--- config.mk ---
export PLATFORM = sky130hd
export DESIGN_NAME = signal_sync_pipe
export DESIGN_NICKNAME = d
export VERILOG_FILES = /design/src/rtl/signal_sync_pipe.sv
export SDC_FILE = /design/constraint.sdc
export NUM_CORES = 1
export LEC_CHECK = 0
export ABC_CLOCK_PERIOD_IN_PS = 2750
export BUFFER_PORTS_ARGS = -buffer_cell sky130_fd_sc_hd__buf_2
export CORE_MARGIN = 2
export CORE_UTILIZATION = 48
export CTS_BUF_LIST = sky130_fd_sc_hd__clkbuf_2
export DETAILED_ROUTE_END_ITERATION = 10
export GPL_TIMING_DRIVEN = 1
export PLACE_DENSITY = 0.82
export SETUP_SLACK_MARGIN = 0.4
export SYNTH_ARGS = -nofsm -noshare
export SYNTH_HDL_FRONTEND = slang
export SYNTH_SLANG_ARGS = --single-unit
--- constraint.sdc ---
create_clock -name clk -period 2.75 [get_ports clk]
set_clock_uncertainty 0.2 [all_clocks]
set_input_delay 0.55 -clock clk [delete_from_list [all_inputs] [get_ports clk]]
set_output_delay 0.55 -clock clk [all_outputs]
set_load 0.005 [all_outputs]
--- src/rtl/signal_sync_pipe.sv ---
// signal_sync_pipe: LATENCY-stage pipeline returning input_data + INCR, with an occupancy counter.
// Latency LATENCY cycles plus one per stall cycle; stall is global while output valid && !resp_ready.
// Optional macro SIGNAL_SYNC_PIPE_SAT_EN: saturating add, resp_overflow travels with the data.
module signal_sync_pipe #(
    parameter int unsigned      WIDTH   = 32,
    parameter int unsigned      LATENCY = 2,
    parameter logic [WIDTH-1:0] INCR    = WIDTH'(1)
) (
    input  logic                           clk,
    input  logic                           rst_n,
    input  logic                           request,
    input  logic [WIDTH-1:0]               input_data,
    output logic                           req_ready,
    output logic [WIDTH-1:0]               final_resp,
    output logic                           final_resp_valid,
    input  logic                           resp_ready,
    output logic                           resp_overflow,
    output logic [$clog2(LATENCY+1)-1:0]   in_flight
);
    localparam int unsigned CW = $clog2(LATENCY + 1);

    logic [LATENCY-1:0][WIDTH-1:0] data_q, data_d;
    logic [LATENCY-1:0]            vld_q, vld_d;
    logic [CW-1:0]                 cnt_q, cnt_d;
    logic                          stall, accept, depart;
    logic [WIDTH-1:0]              s1_dat;

    assign stall  = vld_q[LATENCY-1] && !resp_ready;
    assign accept = request && !stall;
    assign depart = vld_q[LATENCY-1] && resp_ready;

`ifdef SIGNAL_SYNC_PIPE_SAT_EN
    logic [LATENCY-1:0] ovf_q, ovf_d;
    logic [WIDTH:0]     sum;
    logic               s1_ovf;

    // The extra carry bit only decides saturation; it never reaches the data path.
    assign sum    = {1'b0, input_data} + {1'b0, INCR};
    assign s1_ovf = sum[WIDTH];
    assign s1_dat = s1_ovf ? {WIDTH{1'b1}} : sum[WIDTH-1:0];

    always_comb begin
        ovf_d = ovf_q;
        if (!stall) begin
            if (request) begin
                ovf_d[0] = s1_ovf;
            end
            for (int i = 1; i < LATENCY; i++) begin
                ovf_d[i] = ovf_q[i-1];
            end
        end
    end

    always_ff @(posedge clk or negedge rst_n) begin
        if (!rst_n) begin
            ovf_q <= '0;
        end else begin
            ovf_q <= ovf_d;
        end
    end

    assign resp_overflow = ovf_q[LATENCY-1];
`else
    assign s1_dat        = input_data + INCR;
    assign resp_overflow = 1'b0;
`endif

    // Bubbles are not collapsed: every stage advances together so latency stays fixed.
    always_comb begin
        data_d = data_q;
        vld_d  = vld_q;
        cnt_d  = cnt_q;
        if (!stall) begin
            vld_d[0] = request;
            if (request) begin
                data_d[0] = s1_dat;
            end
            for (int i = 1; i < LATENCY; i++) begin
                data_d[i] = data_q[i-1];
                vld_d[i]  = vld_q[i-1];
            end
            cnt_d = cnt_q + CW'(accept) - CW'(depart);
        end
    end

    always_ff @(posedge clk or negedge rst_n) begin
        if (!rst_n) begin
            data_q <= '0;
            vld_q  <= '0;
            cnt_q  <= '0;
        end else begin
            data_q <= data_d;
            vld_q  <= vld_d;
            cnt_q  <= cnt_d;
        end
    end

    assign req_ready        = !stall;
    assign final_resp       = data_q[LATENCY-1];
    assign final_resp_valid = vld_q[LATENCY-1];
    assign in_flight        = cnt_q;

endmodule

==> qor.yml <==
timing:
  final-hold-violation-count: 0
  fin_crit_ps: 2230
  setup_slack_ps: 516
  setup_viol: 0
  rsz0062_at_grt: "no"
  slew_viol_final: 0
  period_share_pct: 81.2
  worst_hold_slack_ps: 32.5
  fmax_mhz: 448
routing:
  first_iter_violations: 188
  drt-pass1-iter-count: 4
  routed_wl_mm: 7.45
  viasPerCell: 5.20
  post-route-drc-count: 0
  detail-route-antenna-nets: 0
  wire_per_inst_um: 13.8
  vias: 2795
die:
  ios: 73
  core-area_mm2: 0.00687
  rows: 30
  die-area_mm2: 0.00789
  die_h_um: 88.9
  die-width_um: 88.9
  initial_core_util_pct: 50.3
worst_setup_path:
  crit_chain: "nor2b_2 -> inv_2 -> buf_12 -> buf_2"
  startpoint_type: "flip-flop"
  crit_type: "flip-flop to primary output"
  r2r_start: "vld_q[1]$_DFFE_PN0N_"
  reg2reg_setup_slack_ps: 640
  max_stage_delay_ps: 420
  cp.required_ps: 2000
  reg2reg_to: "in_flight[1]$_DFFE_PN0N_"
  critPathCaptureType: "primary output"
  cp_data_arrival_time_ps: 1480
  cp_slowest_cell: "dfrtp_1"
  crit_path_max_fanout: 19
  rr_worst_depth: 10
place:
  place_ws_ps: -3.75
  gp_congestion: 0.873
  dp_hpwl_mm: 5.17
  port_buffers: 71
  dp_cells: 519
  placed_area_mm2: 0.00371
layout:
  stdcell_count: 538
  synthToLayoutAreaGrowth_pct: 12.3
  final_core_util_pct: 56.5
  nets: 476
  fillCellCount: 632
  antenna_cells: 0
  multi_input_area_mm2: 0.00142
  fin_area_mm2: 0.00388
  seqCellArea_mm2: 0.00170
  drive_gt1_share_pct: 24.2
status:
  status: "finished, final reports clean"
cts:
  clock-sinks: 68
  cts_buffers: 9
  insertion_delay_ps: 530
  cts_tree: "built"
  htree_levels: 3
  clk_path_buf_depth: 2
  cts-root-buf: "clkbuf_2"
  clkSlewWorstSetupHoldPaths_ps: 220
yosys:
  synth_edf_count: 0
  syn_area_mm2: 0.00346
  synth_common_cells: "126 x nand2_1, 68 x dfrtp_1, 34 x buf_4"
  yosys_warnings: 0
  yosys_register_bits: 68
  async_reset_ff_share_pct: 100
  synth_ff_type: "dfrtp_1"
  synth_area_leader_cell: "dfrtp_1"
  synth.top_cell.area_share_pct: 49.2
  synth_most_common_cell: "nand2_1"
  synth_nets: 436
  synth-seq-area-share_pct: 49.2
  yosysUniqueCellTypes: 34
  synth_area_leaders: "dfrtp_1 49%, nand2_1 14%, buf_4 7.4%"
  synthCells: 397
  syn_area_per_cell_um2: 8.70
power:
  power.leakage_nw: 1.85
  p_per_area_mw_per_mm2: 628
  max-vdd-ir-drop_mv: 0.235
min_path:
  hold_path_class: "input pin to flip-flop"
  min_path_cells: 2
  worstHoldStart: "input_data[0]"
  hold_end: "data_q[0]$_DFFE_PN0P_"
grt:
  groute.usage.overall_pct: 20.0
  grt_max_degree: 69
  met1_usage_pct: 28.2
  antenna_found_initial: 0
  busiest_layer: "met2"
  overflow: 0
  met2_usage_pct: 29.9
  grt_pass1_vias: 2575
  grt_pass1_wl_mm: 12.0
  grt_use_met3_pct: 4.10
job:
  maxCapViolations: 0
[cell families (layout without fill, tap and decap cells)]
family	after synthesis	after routing	share of synthesized area [%]
AND/OR/NAND/NOR	202	202	27.1
flip-flops	68	68	49.2
buffers and inverters	61	106	10.4
AO/OA/AOI/OAI	45	45	7.78
XOR/XNOR	16	16	4.06
adder cells (fa/ha/maj)	3	3	1.09
other	1	1	0.109
multiplexers	1	1	0.290
[per-stage QoR]
stage	power, W	TNS [ps]
2_1_floorplan	0.00173	0
3_3_place_gp	0.00183	0
3_5_place_dp	0.00186	-3.75
4_1_cts	0.00243	0
5_1_grt	0.00259	0
6_report	0.00244	0
[where the power goes]
part | total (W) | switching [W] | internal, W
combinational | 0.000552 | 0.000305 | 0.000247
sequential | 0.00130 | 0.000111 | 0.00119
clock | 0.000580 | 0.000376 | 0.000204
[area by class of cell]
cell class	count	area share (%)
repair buffers	81	12.3
well taps	96	3.10
multi-input cells	268	36.7
flip-flops and latches	68	43.9
inverters	9	1.19
clock inverters	7	1.74
clock buffers	9	1.16
[flip-flops by register name, summed over array words and instances (netlist names)]
name	count
vld_q	2
in_flight	2
data_q	32
final_resp	32
[worst max-delay path: cells and delay by family (launching register included)]
family / cells / cell delay, ps
buffers and inverters: 3 / 400
DFF: 1 / 420
and+or+nand+nor: 1 / 160
[layout by cell type, fill, tap and decap left out, types with 2 or more instances in the layout]
cell type   synthesis  final
clkinv_2            0      2
xor2_1              3      3
and3_1              4      4
nor3_1              4      4
or4_1              11     11
nand4_2             2      2
o211ai_1            3      3
or3_1               5      5
xnor2_1            13     13
nand3b_1            2      2
dfrtp_1            68     68
and2_1              4      3
a31oi_1            13     13
nor2_1             15     15
ha_2                0      2
o21ai_0            21     21
clkinvlp_4          0      2
inv_1               8      7
buf_12              0      2
buf_4              34      6
nor4_1              4      4
clkbuf_2            0      9
nand2_1           126    126
buf_2               1     71
nand2b_1            2      2
nand3_1            11     10
o31ai_1             7      7
nand4_1             7      7
[how the worst max path moves through the flow]
stage / startpoint / end / slack (ps) / cells past startpoint
final: vld_q[1]$_DFFE_PN0N_ / req_ready / 520 / 4
after global routing: vld_q[1]$_DFFE_PN0N_ / req_ready / 430 / 4
after CTS: vld_q[1]$_DFFE_PN0N_ / req_ready / 400 / 4
after detailed placement: input_data[0] / data_q[20]$_DFFE_PN0P_ / -4 / 6
after global placement: input_data[0] / data_q[30]$_DFFE_PN0P_ / 80 / 6
after floorplan: resp_ready / in_flight[1]$_DFFE_PN0N_ / 400 / 13
[routing by layer]
metal / vias up / routed length (um)
li1: 1379 / -
met1: 1329 / 3500
met2: 76 / 3420
met3: 11 / 411
met4: 0 / 119
met5: - / 0
[what timing repair did]
action,4_1_cts,5_1_grt
hold buffers,1,0
endpoints found under the setup margin,1,1
gates cloned,0,1
gates resized for setup,2,1
endpoints found under the hold margin,68,0
setup buffers,0,1
Power figures use the tool's default switching activity.
